===== src/rtl/seq_booth_multiplier.sv =====
// Multi-cycle radix-2 Booth multiplier, signed/unsigned selectable at start.
// Optional early termination when SEQ_MULT_EARLY_TERM_EN is defined.
module seq_booth_multiplier #(
  parameter int unsigned WIDTH = 5
) (
  input  logic                 clk,
  input  logic                 rst_n,
  input  logic                 start,
  input  logic                 sgn,
  input  logic [WIDTH-1:0]     x,
  input  logic [WIDTH-1:0]     y,
  output logic                 busy,
  output logic                 done,
  output logic [2*WIDTH-1:0]   out
);

  localparam int unsigned CW = $clog2(WIDTH + 1);

  typedef enum logic [1:0] {IDLE, CALC, DONE} state_e;

  state_e             state_q, state_d;
  logic [WIDTH:0]     a_q, a_d, q_q, q_d, x_q, x_d;
  logic               qm1_q, qm1_d;
  logic [CW-1:0]      cnt_q, cnt_d;
  logic [2*WIDTH-1:0] out_q, out_d;
  logic               done_q, done_d, busy_q, busy_d;

  logic [WIDTH:0]     a_s, a_sh, q_sh, a_n, q_n;
  logic               last;

`ifdef SEQ_MULT_EARLY_TERM_EN
  logic [WIDTH:0]          mask;
  logic [CW-1:0]           rem;
  logic signed [2*WIDTH+1:0] prod;
`endif

  always_comb begin
    unique case ({q_q[0], qm1_q})
      2'b10:   a_s = a_q - x_q;
      2'b01:   a_s = a_q + x_q;
      default: a_s = a_q;
    endcase
    a_sh = {a_s[WIDTH], a_s[WIDTH:1]};
    q_sh = {a_s[0], q_q[WIDTH:1]};
    a_n  = a_sh;
    q_n  = q_sh;
`ifdef SEQ_MULT_EARLY_TERM_EN
    // q_q[WIDTH-k:0] still holds the unprocessed multiplier bits k..WIDTH;
    // once they are uniform every later step is a pure shift.
    mask = {(WIDTH+1){1'b1}} >> cnt_q;
    rem  = CW'(WIDTH) - cnt_q;
    prod = {a_sh, q_sh};
    last = ((q_q & mask) == '0) || ((q_q & mask) == mask);
    if (last) begin
      {a_n, q_n} = prod >>> rem;
    end
`else
    last = (cnt_q == CW'(WIDTH));
`endif
  end

  always_comb begin
    state_d = state_q;
    a_d     = a_q;
    q_d     = q_q;
    x_d     = x_q;
    qm1_d   = qm1_q;
    cnt_d   = cnt_q;
    out_d   = out_q;
    done_d  = 1'b0;
    unique case (state_q)
      IDLE: state_d = IDLE;
      CALC: begin
        a_d   = a_n;
        q_d   = q_n;
        qm1_d = q_q[0];
        cnt_d = cnt_q + 1'b1;
        if (last) begin
          state_d = DONE;
          done_d  = 1'b1;
          out_d   = {a_n[WIDTH-2:0], q_n};
        end
      end
      DONE:    state_d = IDLE;
      default: state_d = IDLE;
    endcase
    // A start seen on the DONE->IDLE edge is accepted so results can be
    // issued every WIDTH+2 cycles.
    if ((state_q == IDLE || state_q == DONE) && start) begin
      state_d = CALC;
      a_d     = '0;
      q_d     = {sgn & y[WIDTH-1], y};
      x_d     = {sgn & x[WIDTH-1], x};
      qm1_d   = 1'b0;
      cnt_d   = '0;
    end
    busy_d = (state_d != IDLE);
  end

  always_ff @(posedge clk or negedge rst_n) begin
    if (!rst_n) begin
      state_q <= IDLE;
      a_q     <= '0;
      q_q     <= '0;
      x_q     <= '0;
      qm1_q   <= 1'b0;
      cnt_q   <= '0;
      out_q   <= '0;
      done_q  <= 1'b0;
      busy_q  <= 1'b0;
    end else begin
      state_q <= state_d;
      a_q     <= a_d;
      q_q     <= q_d;
      x_q     <= x_d;
      qm1_q   <= qm1_d;
      cnt_q   <= cnt_d;
      out_q   <= out_d;
      done_q  <= done_d;
      busy_q  <= busy_d;
    end
  end

  assign busy = busy_q;
  assign done = done_q;
  assign out  = out_q;

endmodule


===== config.mk =====
export PLATFORM = sky130hd
export DESIGN_NAME = seq_booth_multiplier
export DESIGN_NICKNAME = d
export VERILOG_FILES = /design/src/rtl/seq_booth_multiplier.sv
export SDC_FILE = /design/constraint.sdc
export NUM_CORES = 1
export LEC_CHECK = 0
export BUFFER_PORTS_ARGS = -buffer_cell sky130_fd_sc_hd__buf_4
export CAP_MARGIN = 5
export CORE_ASPECT_RATIO = 1.4
export CORE_MARGIN = 4
export CORE_UTILIZATION = 35
export DETAILED_ROUTE_END_ITERATION = 8
export PLACE_DENSITY = 0.51
export RECOVER_POWER = 25
export SYNTH_ARGS = -nofsm -noshare
export SYNTH_HDL_FRONTEND = slang
export SYNTH_SLANG_ARGS = --single-unit

===== constraint.sdc =====
create_clock -name clk -period 4.2 [get_ports clk]
set_input_delay 0.84 -clock clk [delete_from_list [all_inputs] [get_ports clk]]
set_output_delay 0.84 -clock clk [all_outputs]
set_load 0.01 [all_outputs]

==> impl_metrics.toml, run 1 <==
[run_status]
status = "complete, but fails checks"
violations = "max-capacitance violations, max-slew violations"

[critical_path]
worstPathArrival_ns = 2.72
crit_path_end_kind = "register"
cp.required_ns = 4.41
reg2reg_depth = 10
reg2reg_from = "x_q[0]"
crit_path_start_kind = "register"
crit_type = "register to register"
r2r_end = "a_q[4]"
cp_max_fo = 4
r2r_slack_ns = 1.69

[pwr]
ir_worst_vdd_v = 0.000361
p_leak_uw = 0.00106
power_uw = 1950
power_density_mw_per_mm2 = 926

[clock_network]
h-tree-depth = 2
clk-insertion-delay-late_ns = 0.28
cts_root_buffer = "clkbuf_8"
cts_tree = "done"
cts_resized = 0
cts_made_buffers = 5
cts_hold_buffers = 0
cts_max_path_buffers = 2
clkSinkCount = 35
postCtsSetupRepairBufs = 0
cts.clk_slew.worst_paths_ns = 0.07

[die]
die-area_mm2 = 0.00627
die_h_um = 92.1
fp.dieW_um = 68.1
io_pins = 26
rows = 30
initial_core_util_pct = 36.3
core_mm2 = 0.00488

[drt]
ant_nets = 0
drt_iter0_drc = 51
drcViolationCount = 0
vias = 1356
drt_wl_total_um = 3730
post_drt_wl_per_cell_um = 13.4
viasPerCell = 4.88
first_pass_iters = 4

[logic_synthesis]
syn-num-nets = 212
synth_commonest_cells = "nand2_1 (51), dfrtp_1 (35), o21ai_0 (16)"
syn_area_per_cell_um2 = 9.46
synth_top_area_cell = "dfrtp_1"
synthArstFlopShare_pct = 100
synth_cell_type_count = 31
netlist.area_leader.share_pct = 49.5
synth_cells = 187
ys_warn_count = 0
ys.flop_type = "dfrtp_1"
yosysMostFrequentCell = "nand2_1"
synthesis.area_mm2 = 0.00177
seq_area_frac_synth_pct = 49.5
synth_edf_count = 0
synthTopCellsByArea = "dfrtp_1 (50%), nand2_1 (11%), ha_1 (7.1%)"
ys_seq_elements = 35

[timing]
final-setup-viol-count = 0
hold_violations = 0
setup_tns_ns = 0
max_freq_mhz = 399
min_period_ns = 2.51
fin_worst_skew_ns = 0.00200
tightest_slew_ns = 1.88
slew_headroom_pct = -25.2
post-route-period-util_pct = 59.7
grt_setup_unrepaired = "no"
slew_viol_final = 36

[cells_and_area]
final_nets = 238
synthToLayoutAreaGrowth_pct = 19.0
antenna_cells = 0
drive_gt1_share_pct = 19.2
fillers = 509

[global_routing]
gr-usage-all-layers_pct = 13.8
antenna_found_initial = 0
grt_max_degree = 36
overflow = 0
grt_pass1_wl_um = 6520
grt_pass1_vias = 1385

[min_path]
hold_end = "out[3]"
hp-class = "register to register"
min_from = "out[3]"
holdPathStages = 2

[placed_design]
globalplace.congestion = 0.851
dp_hpwl_um = 2820
port_buffers = 25

[flow_run]
maxCapViolations = 1
-- per-stage QoR --
stage	utilization (%)	instance area [um2]	hold WS (ns)	cells	setup slack, ns
finish	43.1	2100	0.478	278	1.69
floorplan	-	1770	0.454	187	1.87
detailed placement	41.3	2010	0.466	270	1.70
global route	43.1	2100	0.505	278	1.56
global placement	41.3	2010	0.466	270	1.75
CTS	43.2	2110	0.484	278	1.68
-- cells in the final DEF (no fill, tap or decap), drive strengths merged --
cell,count
mux2,1
a21o,2
clkinv,1
nand3,5
xnor2,3
buf,24
nand2,51
nor2,11
a2111oi,1
nor3,3
or3,1
inv,7
and2,1
a22oi,2
or2,1
ha,10
and3,3
clkbuf,8
o211ai,1
nand2b,2
o22ai,1
nor2b,4
a31oi,3
mux2i,5
o21ai,16
xor2,4
a21oi,7
dfrtp,35
fa,1
-- cell families (layout without fill, tap and decap cells) --
logic type               Yosys count  in the layout  synth area share [%]
AO/OA/AOI/OAI                     33             33                  12.1
adder cells (fa/ha/maj)           11             11                  8.20
flip-flops                        35             35                  49.5
AND/OR/NAND/NOR                   82             82                  20.4
XOR/XNOR                           7              7                  3.47
multiplexers                       6              6                  3.47
buffers and inverters             13             40                  2.83
-- how the worst max path moves through the flow --
stage	startpoint	end	slack, ns	cells after the start
final	x_q[0]	a_q[4]	1.69	10
after global routing	q_q[0]	a_q[4]	1.56	10
after CTS	x_q[0]	a_q[4]	1.68	10
after detailed placement	x_q[0]	a_q[4]	1.70	10
after global placement	x_q[0]	a_q[4]	1.75	10
after floorplan	q_q[0]	a_q[4]	1.87	9
-- final cells by class --
class | count | area (um2) | area share, %
flip-flops and latches | 35 | 876 | 41.6
inverters | 7 | 26.3 | 1.25
clock buffers | 7 | 86.3 | 4.10
multi-input cells | 139 | 843 | 40.1
repair buffers | 25 | 184 | 8.74
well taps | 64 | 80.1 | 3.80
clock inverters | 1 | 8.76 | 0.416
-- report_power, final --
| part | internal, uW | switching (uW) | total (uW) |
|---|---|---|---|
| combinational | 497 | 577 | 1070 |
| clock | 134 | 124 | 258 |
| sequential | 497 | 122 | 618 |
-- flip-flops by register name, indices dropped and copies added, names as in the netlist --
register and flops:
a_q 5, busy 1, cnt_q 3, done 1
out 10, q_q 6, qm1_q 1, state_q 2
x_q 6
-- per-layer routing --
| metal | share of wire, % | GRT usage [%] | wire length, um | vias to the layer above |
|---|---|---|---|---|
| li1 | - | - | - | 677 |
| met1 | 40 | 16.6 | 1510 | 653 |
| met2 | 55 | 22.5 | 2040 | 20 |
| met3 | 3.5 | 4.41 | 129 | 6 |
| met4 | 1.6 | 4.64 | 61 | 0 |
| met5 | 0 | 0 | 0 | - |
-- worst max-delay path, cell delays in order, from the launching register on --
cell and delay (ns):
dfrtp_1 0.42, inv_1 0.08, ha_1 0.22, a21oi_1 0.16
xor2_1 0.18, ha_1 0.30, and2_2 0.23, a2111oi_4 0.35
a21oi_2 0.06, or3_1 0.38, o211ai_2 0.06
(Power assumes the default switching activity.)
==> run 2, diff against run 1 <==
Settings changed: ABC_AREA set to 1, PLACE_DENSITY 0.51 to 0.53.
Clock period 4.2 ns to 2 ns, I/O delays scaled along.
==> run 2 against run 1 <==
Effect of this change:
- the run now ends clean
- cell count is 16% higher
- register-to-register slack got worse by 1.6 ns
- power increased by 150%
- die area up 4.2%
- first-iteration DRC count shrank 33%
- utilization grew 2.6 points
- routed wire length increased by 12%
- clock power increased by 98%
- critical path type unchanged
==> impl_metrics.toml, run 2 <==
[logic_synthesis]
synth_cell_type_count = 29
synth_cells = 217
syn-num-nets = 242
ys_seq_elements = 35
synthArstFlopShare_pct = 100
synth_edf_count = 0
syn_area_per_cell_um2 = 8.54
synth_top_area_cell = "dfrtp_1"
yosysMostFrequentCell = "nand2_1"
ys.flop_type = "dfrtp_1"
netlist.area_leader.share_pct = 47.3
synthTopCellsByArea = "dfrtp_1 (47%), nand2_1 (13%), ha_1 (6.8%)"
synth_commonest_cells = "nand2_1 (65), dfrtp_1 (35), inv_1 (27)"
ys_warn_count = 0
seq_area_frac_synth_pct = 47.3
synthesis.area_mm2 = 0.00185

[cells_and_area]
fillers = 511
antenna_cells = 0
largest_register_ffs = 10
layout_common_cells = "nand2_1 (60), buf_4 (36), dfrtp_1 (35)"
final_common_cell = "nand2_1"
instances_no_fill = 322
final_nets = 281
design_area_mm2 = 0.00236
drive_gt1_share_pct = 30.9
synthToLayoutAreaGrowth_pct = 27.4
final_core_util_pct = 45.8

[clock_network]
clk-insertion-delay-late_ns = 0.28
cts_root_buffer = "clkbuf_8"
clkSinkCount = 35
h-tree-depth = 2
cts_hold_buffers = 0
cts.clk_slew.worst_paths_ns = 0.07
cts_made_buffers = 5
cts_max_path_buffers = 2
cts_tree = "done"

[placed_design]
dp_hpwl_um = 3030
postPlaceCellArea_mm2 = 0.00215
globalplace.congestion = 0.802
placed_cells = 311
port_buffers = 25

[timing]
min_period_ns = 1.94
hold_violations = 0
tightest_slew_ns = 0.860
timing.hold.ws_ns = 0.218
max_freq_mhz = 516
grt_setup_unrepaired = "yes"
slew_headroom_pct = 42.7
setup_tns_ns = 0
fin_worst_skew_ns = 0.00233
post-route-period-util_pct = 96.8
final-setup-viol-count = 0
slew_viol_final = 0

[drt]
drcViolationCount = 0
post_drt_wl_per_cell_um = 13.0
ant_nets = 0
drt_iter0_drc = 34
drt_wl_total_um = 4170
first_pass_iters = 4
viasPerCell = 4.78
vias = 1539

[global_routing]
grt_pass1_wl_um = 7120
gr-usage-all-layers_pct = 13.7
grt_pass1_vias = 1547
overflow = 0
antenna_found_initial = 0
grt_max_degree = 36

[die]
rows = 31
io_pins = 26
core_mm2 = 0.00516
fp.dieW_um = 69.5
die-area_mm2 = 0.00654
initial_core_util_pct = 35.9
die_h_um = 94.1

[critical_path]
crit_path_end_kind = "register"
crit_path_frequent_cell = "nand3_2"
worst-path-buf-inv = 1
path_delay_family = "adder cells"
cp.required_ns = 2.17
reg2reg_depth = 11
r2r_slack_ns = 0.06
r2r_end = "a_q[4]"
slowest_delay_ns = 0.39
reg2reg_from = "x_q[1]"
cp_max_fo = 3
worstPathArrival_ns = 2.11
crit_type = "register to register"
crit_chain = "inv_2, ha_4, a31oi_4, xor2_1, ha_1, a21oi_2, nand2_2, nor2_2, nand3_2, nand3_2, nand2_1"
crit_slowest_cell = "dfrtp_1"
crit_path_start_kind = "register"

[min_path]
hp-class = "input port to async pin"

[pwr]
p_leak_uw = 0.00120
ir_worst_vdd_v = 0.000678
power_density_mw_per_mm2 = 2060

[run_status]
status = "complete, no violations"

[flow_run]
maxCapViolations = 0
==> run 2: cell count changes after synthesis, sizes merged, moves of 3 or more <==
cell | previous run | this run
and3 | 3 | 0
buf | 1 | 4
clkbuf | 5 | 1
inv | 7 | 29
mux2i | 5 | 1
nand2 | 51 | 66
nand3 | 5 | 13
nor2b | 4 | 0
o211ai | 1 | 4
o21ai | 16 | 24
o221ai | 0 | 3
xnor2 | 3 | 0
==> run 2: worst max path at each step <==
stage	slack, ns	end	cells past startpoint	startpoint
after detailed placement	-0.02	a_q[4]	13	qm1_q
after global routing	-0.06	a_q[4]	13	x_q[1]
after global placement	-0.03	a_q[4]	13	x_q[0]
final	0.06	a_q[4]	11	x_q[1]
after CTS	0.005	out[9]	12	q_q[0]
after floorplan	0.17	a_q[3]	11	x_q[0]
==> run 2: report_power, final <==
group	total (uW)	leakage (uW)	internal, uW	switching, uW
logic	3080	0.000714	1340	1740
registers	1270	0.000437	1050	220
clock network	510	0.0000470	270	240
==> run 2: cells by family (layout without fill, tap and decap cells) <==
logic type | count (synthesis) | in the layout | share of synthesized area [%]
and+or+nand+nor | 93 | 93 | 21.3
AOI/OAI and AO/OA | 40 | 40 | 13.7
DFF | 35 | 35 | 47.3
buffers and inverters | 34 | 73 | 7.97
xor gates and xnor gates | 3 | 3 | 1.42
adders and majority gates | 11 | 11 | 7.83
muxes | 1 | 1 | 0.540
==> run 2: layer usage <==
layer | part of all wire [%] | vias up | track usage, %
met5 | 0 | - | 0
met3 | 2.2 | 7 | 2.46
met1 | 44 | 735 | 16.3
met2 | 52 | 18 | 23.6
met4 | 2.0 | 0 | 6.84
li1 | - | 779 | -
==> run 2: area by class of cell <==
| cell class | count | area, um2 | share of cell area (%) |
|---|---|---|---|
| Clock buffer | 6 | 82.6 | 3.50 |
| Clock inverter | 1 | 5.00 | 0.212 |
| Inverter | 29 | 114 | 4.82 |
| Multi-Input combinational cell | 148 | 926 | 39.2 |
| Sequential cell | 35 | 876 | 37.1 |
| Tap cell | 66 | 82.6 | 3.50 |
| Timing Repair Buffer | 37 | 275 | 11.7 |
==> run 2: repair_timing <==
action,in CTS,in global routing
setup buffers,0,5
gates resized for setup,2,29
endpoints found under the setup margin,3,9
pin swaps,1,13
hold endpoints to repair,0,0
==> run 2: stage by stage <==
| stage | power, uW | worst slack [ns] |
|---|---|---|
| after detailed placement | 3830 | -0.0226 |
| after CTS | 4390 | 0.00487 |
| final | 4850 | 0.0636 |
| after global routing | 5320 | -0.0613 |
| after global placement | 3840 | -0.0324 |
| after floorplan | 3060 | 0.172 |
